### config.mk
export PLATFORM = sky130hd
export DESIGN_NAME = mole_scheduler
export DESIGN_NICKNAME = d
export VERILOG_FILES = /design/src/rtl/mole_scheduler.sv
export SDC_FILE = /design/constraint.sdc
export NUM_CORES = 1
export LEC_CHECK = 0
export ABC_AREA = 1
export CAP_MARGIN = 20
export CORE_ASPECT_RATIO = 0.6
export CORE_MARGIN = 2
export CORE_UTILIZATION = 40
export DETAILED_ROUTE_END_ITERATION = 16
export MAX_ROUTING_LAYER = met4
export PLACE_DENSITY = 0.65
export SETUP_SLACK_MARGIN = 0.1
export SLEW_MARGIN = 20
export SYNTH_ARGS = -nofsm -noshare
export SYNTH_HDL_FRONTEND = slang
export SYNTH_SLANG_ARGS = --single-unit
### constraint.sdc
create_clock -name CLK -period 6.03 [get_ports CLK]
set_clock_uncertainty 0.05 [all_clocks]
set_input_delay 1.206 -clock CLK [delete_from_list [all_inputs] [get_ports CLK]]
set_output_delay 1.206 -clock CLK [all_outputs]
set_load 0.01 [all_outputs]
### src/rtl/mole_scheduler.sv
// Whack-a-mole round sequencer: pops one mole at a time in one of 9 holes,
// times each mole's lifetime and scores the player's button presses.
module mole_scheduler #(
  parameter int unsigned TICK_DIV   = 50_000_000,
  parameter int unsigned MOLE_TICKS = 4,
  parameter int unsigned GAP_TICKS  = 1,
  parameter int unsigned GAME_MOLES = 30,
  parameter logic [15:0] LFSR_SEED  = 16'hACE1
) (
  input  logic        CLK,
  input  logic        RST_BTN,
  input  logic        start,
  input  logic [8:0]  btn_hit,
  output logic [8:0]  mole_mask,
  output logic [7:0]  score,
  output logic [7:0]  misses,
  output logic [7:0]  moles_left,
  output logic        game_over,
  output logic        busy,
  output logic [1:0]  dbg_state,
  output logic [15:0] dbg_lfsr
);

  typedef enum logic [1:0] {
    IDLE = 2'd0,
    GAP  = 2'd1,
    UP   = 2'd2,
    OVER = 2'd3
  } state_t;

  localparam int unsigned CW = $clog2(TICK_DIV);
  localparam logic [CW-1:0] CNT_LAST   = CW'(TICK_DIV - 1);
  localparam logic [7:0]    GAP_LAST   = 8'(GAP_TICKS - 1);
  localparam logic [7:0]    UP_LAST    = 8'(MOLE_TICKS - 1);
  localparam logic [7:0]    MOLES_INIT = 8'(GAME_MOLES);

  state_t        state_q, state_d;
  logic [CW-1:0] cnt_q, cnt_d;
  logic [7:0]    tick_cnt_q, tick_cnt_d;
  logic [15:0]   lfsr_q, lfsr_d;
  logic [3:0]    prev_hole_q, prev_hole_d;
  logic [8:0]    mask_q, mask_d;
  logic [7:0]    score_q, score_d;
  logic [7:0]    misses_q, misses_d;
  logic [7:0]    left_q, left_d;
  logic          game_over_q, game_over_d;
  logic          busy_q, busy_d;

  logic          tick;
  logic          hit;
  logic          expire;
  logic [3:0]    r_nib;
  logic [3:0]    h_raw;
  logic [3:0]    h_pick;

  function automatic logic [7:0] sat_inc(input logic [7:0] v);
    return (v == 8'hFF) ? v : v + 8'd1;
  endfunction

  function automatic logic [7:0] sat_dec(input logic [7:0] v);
    return (v == 8'h00) ? v : v - 8'd1;
  endfunction

  always_comb begin
    tick    = (cnt_q == CNT_LAST);
    // In UP the mask holds exactly the active hole, so this is btn_hit[h].
    hit     = |(btn_hit & mask_q);
    expire  = tick && (tick_cnt_q == UP_LAST);
    r_nib   = lfsr_q[3:0];
    h_raw   = (r_nib >= 4'd9) ? (r_nib - 4'd9) : r_nib;
    h_pick  = h_raw;
    if (h_raw == prev_hole_q) begin
      h_pick = (h_raw == 4'd8) ? 4'd0 : h_raw + 4'd1;
    end
  end

  always_comb begin
    state_d     = state_q;
    prev_hole_d = prev_hole_q;
    mask_d      = mask_q;
    score_d     = score_q;
    misses_d    = misses_q;
    left_d      = left_q;
    lfsr_d      = {lfsr_q[14:0], lfsr_q[15] ^ lfsr_q[13] ^ lfsr_q[12] ^ lfsr_q[10]};
    cnt_d       = tick ? '0 : cnt_q + 1'b1;
    tick_cnt_d  = tick ? tick_cnt_q + 8'd1 : tick_cnt_q;

    unique case (state_q)
      IDLE, OVER: begin
        mask_d = '0;
        if (start) begin
          state_d  = GAP;
          score_d  = '0;
          misses_d = '0;
          left_d   = MOLES_INIT;
        end
      end
      GAP: begin
        mask_d = '0;
        if (tick && (tick_cnt_q == GAP_LAST)) begin
          state_d     = UP;
          prev_hole_d = h_pick;
          mask_d      = 9'd1 << h_pick;
        end
      end
      UP: begin
        if (hit || expire) begin
          // A hit on the expiry cycle still scores.
          if (hit) score_d  = sat_inc(score_q);
          else     misses_d = sat_inc(misses_q);
          mask_d  = '0;
          left_d  = sat_dec(left_q);
          state_d = (left_q <= 8'd1) ? OVER : GAP;
        end else if (btn_hit != 9'd0) begin
          misses_d = sat_inc(misses_q);
        end
      end
      default: state_d = IDLE;
    endcase

    if (state_d != state_q) begin
      cnt_d      = '0;
      tick_cnt_d = '0;
    end

    game_over_d = (state_d == OVER);
    busy_d      = (state_d == GAP) || (state_d == UP);
  end

  always_ff @(posedge CLK) begin
    if (!RST_BTN) begin
      state_q     <= IDLE;
      cnt_q       <= '0;
      tick_cnt_q  <= '0;
      lfsr_q      <= LFSR_SEED;
      prev_hole_q <= 4'd15;
      mask_q      <= '0;
      score_q     <= '0;
      misses_q    <= '0;
      left_q      <= '0;
      game_over_q <= 1'b0;
      busy_q      <= 1'b0;
    end else begin
      state_q     <= state_d;
      cnt_q       <= cnt_d;
      tick_cnt_q  <= tick_cnt_d;
      lfsr_q      <= lfsr_d;
      prev_hole_q <= prev_hole_d;
      mask_q      <= mask_d;
      score_q     <= score_d;
      misses_q    <= misses_d;
      left_q      <= left_d;
      game_over_q <= game_over_d;
      busy_q      <= busy_d;
    end
  end

  assign mole_mask  = mask_q;
  assign score      = score_q;
  assign misses     = misses_q;
  assign moles_left = left_q;
  assign game_over  = game_over_q;
  assign busy       = busy_q;
  assign dbg_state  = state_q;
  assign dbg_lfsr   = lfsr_q;

endmodule

==> reports/qor.log, run 1 <==
INFO  grt            number_of_global_route_vias_before_repair=3836
INFO  sta            achievable-frequency=282MHz
INFO  route          route.vias.total=4242
INFO  cells_and_area drive_above_1_share=11.1%
INFO  worst_setup_path crit-reg2reg-launch=cnt_q[0]
INFO  floorplan      die_area=0.0131mm^2
INFO  min_path       hold-path-cell-count=2
INFO  sta            setup_tns=0ns
INFO  cells_and_area syn_to_final_growth=20.0%
INFO  outcome        outcome=complete, no violations
INFO  placed_design  place_area=0.00553mm^2
INFO  logic_synthesis netlist.top_cell.by_area=dfxtp_1
INFO  cells_and_area final_design_area_no_fill=0.00582mm^2
INFO  pwr            p_comb_share=13.9%
INFO  clocking       max_buffers_root_to_sink=2
INFO  min_path       worst_hold_path_type=reg -> reg
INFO  logic_synthesis synthesis.instances=665
INFO  placed_design  routability_driven_placement_congestion_ratio=0.909
INFO  pwr            switching_fraction_of_total_power=26.4%
INFO  sta            timing.final.max_slew_violations=0
INFO  route          antenna_violating_nets_post_route=0
INFO  route          drtIter0Drc=236
INFO  grt            grt_first_pass_wirelength=17900um
INFO  route          drcViolationCount=0
INFO  logic_synthesis syn_area=0.00485mm^2
INFO  min_path       min_from=dbg_lfsr[8]
INFO  logic_synthesis postSynthRegisterBits=91
INFO  grt            antenna_found_initial=0
INFO  grt            gr-usage-all-layers=17.4%
INFO  sta            post-route-min-period=3.54ns
INFO  clocking       clock_sinks=91
INFO  cells_and_area register_area=0.00182mm^2
INFO  clocking       post_cts_resize_count=0
INFO  worst_setup_path r2r_endpoint=cnt_q[18]
INFO  pwr            static-leakage-power=0.00230uW
INFO  clocking       postcts_setup_bufs=0
INFO  route          avgRoutedWirePerCell=12.3um
INFO  route          drt_pre_antenna_iters=5
INFO  logic_synthesis avgSynthCellArea=7.29um^2
INFO  pwr            internal_power=1030uW
INFO  route          route.final.wire_length=10900um
INFO  worst_setup_path critPathKind=in -> reg
INFO  cells_and_area filler_cell_count=1193
INFO  pwr            power.total=1390uW
INFO  cells_and_area multi_input_area=0.00250mm^2
INFO  floorplan      effective_utilization_at_floorplan=40.6%
INFO  worst_setup_path reg2reg_setup_slack=3.37ns
INFO  floorplan      die_w=146um
INFO  clocking       htree_num_levels=3
INFO  worst_setup_path r2r.worst_path.cells=13
INFO  route          vias_per_cell=4.80
INFO  clocking       clkTransAtPathRegs=0.06ns
INFO  grt            grt_max_degree=30
INFO  worst_setup_path worstPathMaxFanout=26
INFO  placed_design  dpl.hpwl=8260um
INFO  clocking       ctsHoldBuffers=0
INFO  floorplan      rows=31
INFO  sta            slew_headroom=39.5%
INFO  pwr            power.share.sequential=45.9%
INFO  worst_setup_path worstPathArrival=3.74ns
INFO  clocking       clk_latency=0.34ns
INFO  sta            final_number_of_hold_violating_endpoints=0
INFO  cells_and_area antenna_diodes=0
INFO  logic_synthesis ys_seq_area_share=37.6%
INFO  sta            worst_pin_slew=0.907ns
INFO  sta            worst_slack=2.49ns
INFO  logic_synthesis ys_types=39
INFO  cells_and_area nets=740
INFO  sta            grt_setup_unrepaired=no
INFO  logic_synthesis syn_nets=689
INFO  floorplan      core_region_area=0.0119mm^2
INFO  placed_design  buffer_ports.inserted=64
INFO  logic_synthesis ys.warnings.count=0
INFO  floorplan      chipHeight=89.3um
INFO  clocking       tritoncts.num_buffers=9
INFO  min_path       holdPathEnd=dbg_lfsr[9]
INFO  worst_setup_path cp_data_required_time=6.23ns
INFO  pwr            net-switching-power=368uW
INFO  sta            finalSetupViolCount=0
INFO  run            drv.max_cap_violation_count=0
INFO  sta            timing.final.crit_share=58.7%
INFO  logic_synthesis netlist.area_leader.share=37.6%
INFO  placed_design  dp_worst_setup_slack=2.16ns
INFO  floorplan      i_o_pin_count=65
INFO  worst_setup_path critical_path.startpoint=btn_hit[2]
INFO  worst_setup_path setup.worst_path.start_class=primary input
INFO  clocking       cts_tree=done
INFO  grt            globalRouteOverflowTotal=0
INFO  logic_synthesis leading_post_synthesis_cells_by_cell_area=dfxtp_1 (38%), nand2_1 (9.7%), inv_1 (7.2%)
INFO  pwr            power_density=240mW/mm^2
INFO  worst_setup_path crit_path_end_kind=flop
INFO  clocking       clock-root-buffer=clkbuf_16
INFO  pwr            irDropWorstVdd=0.000143V
INFO  pwr            clkPwrFrac=40.2%
==> cell type report <==
class	count	area share, %
Timing Repair Buffer	64	11.0
Inverter	97	6.26
Sequential cell	91	31.3
Tap cell	165	3.55
Clock buffer	10	4.11
Clock inverter	4	0.903
Multi-Input combinational cell	453	42.9
==> synthesized netlist by cell type <==
library cell	n
o21a_1	1
xor2_1	29
buf_6	1
buf_2	3
nor3_1	13
dfxtp_1	91
a21oi_2	1
nand3b_2	1
a21oi_1	26
or2_0	2
nor4_1	3
buf_8	1
o21ai_0	13
a211oi_1	5
nand3_1	47
nor2_1	81
nand3_2	5
o21ai_1	2
nand4_4	1
nand2_1	126
nor2_4	12
nand2_2	9
or2_2	10
nor2_2	19
nor3_2	2
clkbuf_1	4
buf_4	15
o2111ai_1	1
nor3b_1	1
nand3b_1	1
nand4_2	1
xnor2_1	9
inv_1	93
nand4_1	10
nand2_4	1
o211ai_1	3
inv_2	4
a31oi_1	6
ha_1	12
==> registers in the layout, summed over array words and instances, names as in the netlist <==
signal	flops
dbg_state	2
mole_mask	9
tick_cnt_q	8
game_over	1
score	8
prev_hole_q	4
misses	8
moles_left	8
busy	1
cnt_q	26
dbg_lfsr	16
==> placed cells by master, fill, tap and decap left out, drive strengths merged <==
cell           count
o21ai             15
nand4             12
nor2             112
clkdlybuf4s50     64
o211ai             3
or2               12
xor2              29
inv               97
nor3              15
nand3b             2
a21oi             27
a31oi              6
o2111ai            1
xnor2              9
nand3             52
ha                12
clkbuf            10
a211oi             5
nand2            136
clkinv             3
o21a               1
nor3b              1
nor4               3
bufinv             1
dfxtp             91
==> per-layer routing <==
layer	global-route usage (%)	up-vias	wire length, um
li1	-	2180	-
met1	24.1	1949	5810
met2	25.8	104	4440
met3	3.88	9	556
met4	4.41	0	94
met5	-	-	0
==> power by group through the flow <==
stage	logic, uW	registers [uW]	clock network (uW)
2_1_floorplan	134	653	0
6_report	194	640	561
5_1_grt	215	642	599
3_3_place_gp	187	652	0
4_1_cts	194	640	572
3_5_place_dp	193	653	0
==> worst max-delay path, stage by stage <==
cell	delay, ns
clkdlybuf4s50_1	0.43
nand2_1	0.08
nand3_1	0.09
nor3_2	0.55
nand3_2	0.13
nand2_1	0.11
nand2_1	0.08
nand2_2	0.08
nor2_1	0.07
nor2_4	0.13
nand4_4	0.52
nor2_1	0.26
==> cells by family (layout without fill, tap and decap cells) <==
logic type	Yosys count	after routing	synth area share (%)
flops	91	91	37.6
simple gates	345	345	34.7
compound gates	58	58	6.76
fa+ha+maj	12	12	3.10
xor+xnor	38	38	6.86
buf+inv	121	175	11.0
==> worst max-delay path by stage <==
stage                 to
6_report       cnt_q[18]
5_1_grt        misses[7]
4_1_cts        cnt_q[18]
3_5_place_dp   cnt_q[20]
3_3_place_gp   misses[6]
2_1_floorplan   cnt_q[0]
==> through the flow <==
step	instances	utilization (%)	hold slack [ns]
2_1_floorplan	665	-	0.365
3_3_place_gp	870	46.3	0.373
3_5_place_dp	870	46.3	0.378
4_1_cts	884	48.7	0.390
5_1_grt	884	48.7	0.411
6_report	884	48.7	0.391
(Power assumes the default switching activity.)
==> run 2: changes to the inputs <==
==> constraint.sdc (replaced) <==
create_clock -name CLK -period 3.6 [get_ports CLK]
set_clock_uncertainty 0.05 [all_clocks]
set_input_delay 0.72 -clock CLK [delete_from_list [all_inputs] [get_ports CLK]]
set_output_delay 0.72 -clock CLK [all_outputs]
set_load 0.01 [all_outputs]
==> run 2 against run 1 <==
Clock power is 80% higher. Core utilization is 0.37 points higher. Total power is 73% higher. Sequential share of layout area is 0.23 points lower. Flip-flop and latch count stayed put. Via count is 1.0% lower. Die area stayed put. Worst setup slack worse by 1.9 ns. Non-clock buffer count is 2 higher. Global-route usage is 0.57 points lower. Largest cell class unchanged. Largest power group unchanged.
==> reports/qor.log, run 2 (synthesis results as in run 1) <==
INFO  clocking       tritoncts.num_buffers=9 [unchanged]
INFO  run            drv.max_cap_violation_count=0 [unchanged]
INFO  worst_setup_path worstPathMaxFanout=26 [unchanged]
INFO  clocking       postcts_setup_bufs=0 [unchanged]
INFO  clocking       ctsHoldBuffers=0 [unchanged]
INFO  cells_and_area regMostFlops=cnt_q [unchanged]
INFO  worst_setup_path crit_path_end_kind=flop [unchanged]
INFO  worst_setup_path critPathKind=in -> reg [unchanged]
INFO  pwr            p_comb_share=13.4% [was 13.9%]
INFO  pwr            power.total=2410uW [was 1390 uW]
INFO  placed_design  dpl.hpwl=8210um [was 8260 um]
INFO  floorplan      i_o_pin_count=65 [unchanged]
INFO  placed_design  place_area=0.00554mm^2 [was 0.00553 mm^2]
INFO  sta            finalSetupViolCount=0 [unchanged]
INFO  worst_setup_path critPathTopFamily=simple AND/OR/NAND/NOR gates [unchanged]
INFO  sta            post-route-min-period=3.01ns
INFO  floorplan      rows=31 [unchanged]
INFO  route          route.vias.total=4199 [was 4242]
INFO  worst_setup_path critical_path.n_buffers_inverters=1 [unchanged]
INFO  pwr            static-leakage-power=0.00232uW [was 0.00230 uW]
INFO  grt            number_of_global_route_vias_before_repair=3678 [was 3836]
INFO  worst_setup_path worstPathArrival=3.21ns [was 3.74 ns]
INFO  grt            globalRouteOverflowTotal=0 [unchanged]
INFO  sta            timing.final.crit_share=83.6%
INFO  pwr            power.share.sequential=44.4% [was 45.9%]
INFO  cells_and_area nets=742 [was 740]
INFO  clocking       htree_num_levels=3 [unchanged]
INFO  worst_setup_path critical_path_cell_count=12 [unchanged]
INFO  sta            grt_setup_unrepaired=no [unchanged]
INFO  worst_setup_path critical_path.cell_chain=clkdlybuf4s50_1, nand2_1, nand3_1, nor3_2, nand3_2, nand2_1, nand2_1, nand2_2, nor2_1, nor2_4, nand4_4, nor2_1 [unchanged]
INFO  sta            slew_headroom=41.1% [was 39.5%]
INFO  grt            grt_max_degree=30 [unchanged]
INFO  cells_and_area most_frequent_standard_cell_in_the_layout_excluding_fill_and_tap_cells=nand2_1 [unchanged]
INFO  cells_and_area largest_reg_flops=26 [unchanged]
INFO  clocking       clk_latency=0.34ns [about the same]
INFO  clocking       clock_sinks=91 [unchanged]
INFO  worst_setup_path setup.worst_path.start_class=primary input [unchanged]
INFO  outcome        outcome=complete, no violations [unchanged]
INFO  cells_and_area final_design_area_no_fill=0.00586mm^2 [was 0.00582 mm^2]
INFO  grt            antenna_found_initial=0 [unchanged]
INFO  route          drcViolationCount=0 [unchanged]
INFO  clocking       cts_tree=done [unchanged]
INFO  grt            gr-usage-all-layers=16.8% [was 17.4%]
INFO  sta            achievable-frequency=332MHz
INFO  route          met2RoutedLength=4220um [was 4440 um]
INFO  sta            worst_slack=0.589ns [was 2.49 ns]
INFO  pwr            clkPwrFrac=42.1% [was 40.2%]
INFO  pwr            internal_power=1800uW [was 1030 uW]
INFO  clocking       post_cts_resize_count=0 [unchanged]
INFO  pwr            net-switching-power=612uW [was 368 uW]
INFO  floorplan      effective_utilization_at_floorplan=40.6% [unchanged]
INFO  floorplan      chipHeight=89.3um [unchanged]
INFO  sta            final_number_of_hold_violating_endpoints=0 [unchanged]
INFO  cells_and_area most-common-layout-cells=nand2_1 (126), inv_1 (93), dfxtp_1 (91) [unchanged]
INFO  floorplan      die_area=0.0131mm^2 [unchanged]
INFO  route          vias_per_cell=4.73 [was 4.80]
INFO  pwr            switching_fraction_of_total_power=25.4% [was 26.4%]
INFO  placed_design  routability_driven_placement_congestion_ratio=0.938 [was 0.909]
INFO  route          avgRoutedWirePerCell=12.1um [was 12.3 um]
INFO  pwr            irDropWorstVdd=0.000217V [was 0.000143 V]
INFO  route          drt_pre_antenna_iters=5 [unchanged]
INFO  route          top_signal_layer_used=met4 [unchanged]
INFO  route          route.final.wire_length=10700um [was 10900 um]
INFO  min_path       worst_hold_path_type=reg -> reg [unchanged]
INFO  route          drt-met1-wl=5930um [was 5810 um]
INFO  cells_and_area antenna_diodes=0 [unchanged]
INFO  clocking       clkTransAtPathRegs=0.06ns [about the same]
INFO  placed_design  dp_worst_setup_slack=0.247ns [was 2.16 ns]
INFO  cells_and_area syn_to_final_growth=20.9% [was 20.0%]
INFO  worst_setup_path critPathSlowestCell=nor3_2 [unchanged]
INFO  clocking       clock-root-buffer=clkbuf_16 [unchanged]
INFO  route          met3_wirelength=553um [was 556 um]
INFO  route          antenna_violating_nets_post_route=0 [unchanged]
INFO  worst_setup_path slowest_delay=0.56ns [was 0.55 ns]
INFO  floorplan      core_region_area=0.0119mm^2 [unchanged]
INFO  worst_setup_path r2r.worst_path.cells=13 [unchanged]
INFO  sta            timing.final.max_slew_violations=0 [unchanged]
INFO  clocking       max_buffers_root_to_sink=2 [unchanged]
INFO  route          drtIter0Drc=258 [was 236]
INFO  grt            grt_first_pass_wirelength=17300um [was 17900 um]
INFO  sta            worst_pin_slew=0.882ns [was 0.907 ns]
INFO  floorplan      die_w=146um [unchanged]
INFO  pwr            power_density=411mW/mm^2 [was 240 mW/mm^2]
INFO  cells_and_area drive_above_1_share=11.3% [was 11.1%]
INFO  sta            setup_tns=0ns [unchanged]
INFO  worst_setup_path cp_data_required_time=3.80ns [was 6.23 ns]
INFO  placed_design  buffer_ports.inserted=64 [unchanged]
INFO  min_path       hold-path-cell-count=1 [was 2]
INFO  worst_setup_path critPathMostFrequentCell=nand2_1 [unchanged]
[run 2: cell types whose count changed in the layout (fill, tap and decap cells not counted)]
cell       before  now
buf_4           0    2
clkbuf_1        0    2
bufinv_16       1    2
clkinv_4        2    1
[run 2: layout make-up]
cell class | instances | area, um^2
fill | 1173 | 6080
multi-input combinational | 453 | 2500
sequential | 91 | 1820
timing repair buffer | 66 | 656
inverter | 97 | 364
clock buffer | 12 | 246
tap | 165 | 206
clock inverter | 4 | 73.8
[run 2: power by group through the flow]
stage	sequential, uW	combinational, uW	clock (uW)
floorplan	1090	224	0
global placement	1090	314	0
detailed placement	1090	323	0
CTS	1070	325	1040
global route	1070	363	1080
finish	1070	324	1010
[run 2: path summary, 6_finish.rpt]
| check | endpoint | slack (ns) | from |
|---|---|---|---|
| min | dbg_lfsr[10] | 0.40 | dbg_lfsr[9] |
| max | cnt_q[22] | 0.59 | btn_hit[0] |
| max reg2reg | cnt_q[22] | 1.02 | cnt_q[0] |
| min reg2reg | dbg_lfsr[10] | 0.40 | dbg_lfsr[9] |
[run 2: worst register-to-register path, delay by kind of cell (launching register included)]
kind	cells	cell delay [ns]
flops	1	0.37
simple gates	12	1.89
fa+ha+maj	1	0.22
[run 2: per-stage QoR]
step	utilization [%]	hold WS, ns	instances
after detailed placement	46.4	0.384	872
final	49.1	0.399	888
after global placement	46.4	0.375	872
after CTS	49.1	0.396	888
after floorplan	-	0.365	665
after global routing	49.1	0.408	888
[run 2: metal layers]
metal | GRT usage, % | vias to the layer above
met2 | 23.9 | 102
met1 | 24.0 | 1907
li1 | - | 2184
met5 | - | -
met3 | 4.29 | 6
met4 | 3.71 | 0
==> run 3: changes to the inputs <==
--- a/config.mk
+++ b/config.mk
@@ -12,7 +12,7 @@
 export CORE_UTILIZATION = 40
 export DETAILED_ROUTE_END_ITERATION = 16
 export MAX_ROUTING_LAYER = met4
-export PLACE_DENSITY = 0.65
+export PLACE_DENSITY = 0.68
 export SETUP_SLACK_MARGIN = 0.1
 export SLEW_MARGIN = 20
 export SYNTH_ARGS = -nofsm -noshare
==> constraint.sdc (replaced) <==
create_clock -name CLK -period 2.65 [get_ports CLK]
set_clock_uncertainty 0.05 [all_clocks]
set_input_delay 0.53 -clock CLK [delete_from_list [all_inputs] [get_ports CLK]]
set_output_delay 0.53 -clock CLK [all_outputs]
set_load 0.01 [all_outputs]
==> run 3 against run 2 <==
Global-route usage grew 1.1 points. Register-to-register slack lost 0.69 ns. Clock power grew 31%. Critical path type unchanged. Total power grew 36%. Cell area grew 3.1%. Largest cell class unchanged.
==> reports/qor.log, run 3 (synthesis results as in run 1) <==
INFO  grt            antenna_found_initial=0 [unchanged]
INFO  run            drv.max_cap_violation_count=0 [unchanged]
INFO  min_path       worst_hold_path_type=reg -> reg [unchanged]
INFO  clocking       tritoncts.num_buffers=9 [unchanged]
INFO  grt            globalRouteOverflowTotal=0 [unchanged]
INFO  grt            number_of_global_route_vias_before_repair=3827 [was 3678]
INFO  worst_setup_path critPathKind=in -> reg [unchanged]
INFO  worst_setup_path setup.worst_path.start_class=primary input [unchanged]
INFO  sta            worst_pin_slew=0.402ns [was 0.882 ns]
INFO  worst_setup_path r2r_endpoint=misses[7] [was cnt_q[22]]
INFO  route          met2RoutedLength=4530um [was 4220 um]
INFO  sta            grt_setup_unrepaired=yes [was no]
INFO  placed_design  routability_driven_placement_congestion_ratio=0.862 [was 0.938]
INFO  cells_and_area syn_to_final_growth=24.6% [was 20.9%]
INFO  clocking       postcts_setup_bufs=0 [unchanged]
INFO  clocking       cts_tree=done [unchanged]
INFO  floorplan      chipHeight=89.3um [unchanged]
INFO  route          drcViolationCount=0 [unchanged]
INFO  cells_and_area nets=754 [was 742]
INFO  grt            gr-usage-all-layers=17.9% [was 16.8%]
INFO  placed_design  place.detailed.instances=884 [was 872]
INFO  clocking       clock_sinks=91 [unchanged]
INFO  clocking       max_buffers_root_to_sink=2 [unchanged]
INFO  worst_setup_path critical_path.startpoint=btn_hit[0] [unchanged]
INFO  pwr            power_density=542mW/mm^2 [was 411 mW/mm^2]
INFO  min_path       hold-path-cell-count=1 [unchanged]
INFO  clocking       clk_latency=0.34ns [about the same]
INFO  route          drt-met1-wl=5970um [was 5930 um]
INFO  route          top_signal_layer_used=met4 [unchanged]
INFO  sta            setup_tns=0ns [unchanged]
INFO  floorplan      die_area=0.0131mm^2 [unchanged]
INFO  cells_and_area most-common-layout-cells=nand2_1 (125), inv_1 (93), dfxtp_1 (88) [was nand2_1 (126), inv_1 (93), dfxtp_1 (91)]
INFO  sta            timing.final.max_slew_violations=0 [unchanged]
INFO  worst_setup_path reg2reg_setup_slack=0.33ns [was 1.02 ns]
INFO  grt            grt_first_pass_wirelength=18300um [was 17300 um]
INFO  pwr            static-leakage-power=0.00242uW [was 0.00232 uW]
INFO  outcome        outcome=complete, no violations [unchanged]
INFO  sta            finalSetupViolCount=0 [unchanged]
INFO  floorplan      die_w=146um [unchanged]
INFO  sta            slew_headroom=73.2% [was 41.1%]
INFO  route          avgRoutedWirePerCell=12.5um [was 12.1 um]
INFO  clocking       clkTransAtPathRegs=0.07ns [was 0.06 ns]
INFO  worst_setup_path crit_path_end_kind=flop [unchanged]
INFO  cells_and_area layoutNonFillerInstCount=900 [was 888]
INFO  route          drtIter0Drc=233 [was 258]
INFO  clocking       post_cts_resize_count=0 [unchanged]
INFO  cells_and_area most_frequent_standard_cell_in_the_layout_excluding_fill_and_tap_cells=nand2_1 [unchanged]
INFO  sta            final_number_of_hold_violating_endpoints=0 [unchanged]
INFO  placed_design  buffer_ports.inserted=64 [unchanged]
INFO  sta            achievable-frequency=429MHz
INFO  clocking       htree_num_levels=3 [unchanged]
INFO  route          met3_wirelength=676um [was 553 um]
INFO  pwr            power.total=3280uW [was 2410 uW]
INFO  sta            post-route-min-period=2.33ns
INFO  route          route.final.wire_length=11300um [was 10700 um]
INFO  min_path       holdPathEnd=dbg_lfsr[7] [was dbg_lfsr[10]]
INFO  route          antenna_violating_nets_post_route=0 [unchanged]
INFO  worst_setup_path crit-reg2reg-launch=cnt_q[0] [unchanged]
INFO  clocking       ctsHoldBuffers=0 [unchanged]
INFO  worst_setup_path worstPathMaxFanout=8 [was 26]
INFO  route          drt_pre_antenna_iters=5 [unchanged]
INFO  floorplan      core_region_area=0.0119mm^2 [unchanged]
INFO  cells_and_area regMostFlops=cnt_q [unchanged]
INFO  sta            timing.final.crit_share=87.9%
INFO  floorplan      rows=31 [unchanged]
INFO  worst_setup_path r2r.worst_path.cells=14 [was 13]
INFO  worst_setup_path worstPathArrival=2.54ns [was 3.21 ns]
INFO  route          route.vias.total=4315 [was 4199]
INFO  pwr            irDropWorstVdd=0.000360V [was 0.000217 V]
INFO  cells_and_area largest_reg_flops=26 [unchanged]
INFO  min_path       min_from=dbg_lfsr[6] [was dbg_lfsr[9]]
INFO  worst_setup_path cp_data_required_time=2.87ns [was 3.80 ns]
INFO  clocking       clock-root-buffer=clkbuf_16 [unchanged]
INFO  cells_and_area drive_above_1_share=14.7% [was 11.3%]
INFO  grt            grt_max_degree=30 [unchanged]
INFO  floorplan      i_o_pin_count=65 [unchanged]
INFO  placed_design  dpl.hpwl=8520um [was 8210 um]
INFO  floorplan      effective_utilization_at_floorplan=40.6% [unchanged]
INFO  cells_and_area antenna_diodes=0 [unchanged]
INFO  route          vias_per_cell=4.79 [was 4.73]
run 3: cell count changes in the layout (fill, tap and decap cells not counted), sizes merged:
cell      previous run  this run
inv                 97       100
clkinvlp             0         2
clkinv               2         1
bufinv               2         1
buf                  2        14
clkbuf              12         9
run 3: final cells by class:
| class | instances | area [um^2] |
|---|---|---|
| fillers | 1157 | 5900 |
| multi-input cells | 453 | 2540 |
| flip-flops and latches | 91 | 1830 |
| repair buffers | 78 | 796 |
| inverters | 97 | 364 |
| clock buffers | 9 | 225 |
| well taps | 165 | 206 |
| clock inverters | 7 | 82.6 |
run 3: how the worst max path moves through the flow:
stage                     slack, ns  cells after the start             to
after detailed placement     0.0002                     14  tick_cnt_q[5]
after CTS                      0.16                     15   mole_mask[0]
after global placement         0.06                     13      misses[6]
final                          0.32                     14  tick_cnt_q[5]
after global routing           0.09                     11       score[4]
after floorplan                0.57                     13  moles_left[6]
run 3: critical path, stage by stage:
cell             delay (ns)
clkdlybuf4s50_1        0.42
nand2_1                0.08
nand3_1                0.09
nor3_2                 0.31
buf_12                 0.16
nand3_2                0.07
nand2_1                0.08
nand2_1                0.08
nand2_2                0.07
nor2_1                 0.06
nor2_4                 0.12
buf_4                  0.12
nand3_2                0.14
a21oi_1                0.20
run 3: metrics by stage:
step	utilization [%]	setup WS [ns]	hold slack, ns	cell area, um^2
6_report	50.6	0.321	0.389	6040
5_1_grt	50.6	0.0913	0.410	6040
4_1_cts	50.2	0.164	0.388	5990
3_5_place_dp	47.6	0.000207	0.375	5680
3_3_place_gp	47.6	0.0558	0.376	5680
2_1_floorplan	-	0.570	0.365	4850
run 3: metal layers:
metal  vias up  GRT usage (%)
li1       2215              -
met1      1972           25.8
met2       118           25.3
met3        10           4.29
met4         0           3.97
met5         -              -
run 3: where the power goes:
group          internal, uW  total, uW  leakage (uW)  switching (uW)
clock network           746       1320      0.000145             577
registers              1410       1460      0.000741            44.8
logic                   214        498       0.00154             284
total                  2370       3280       0.00242             906
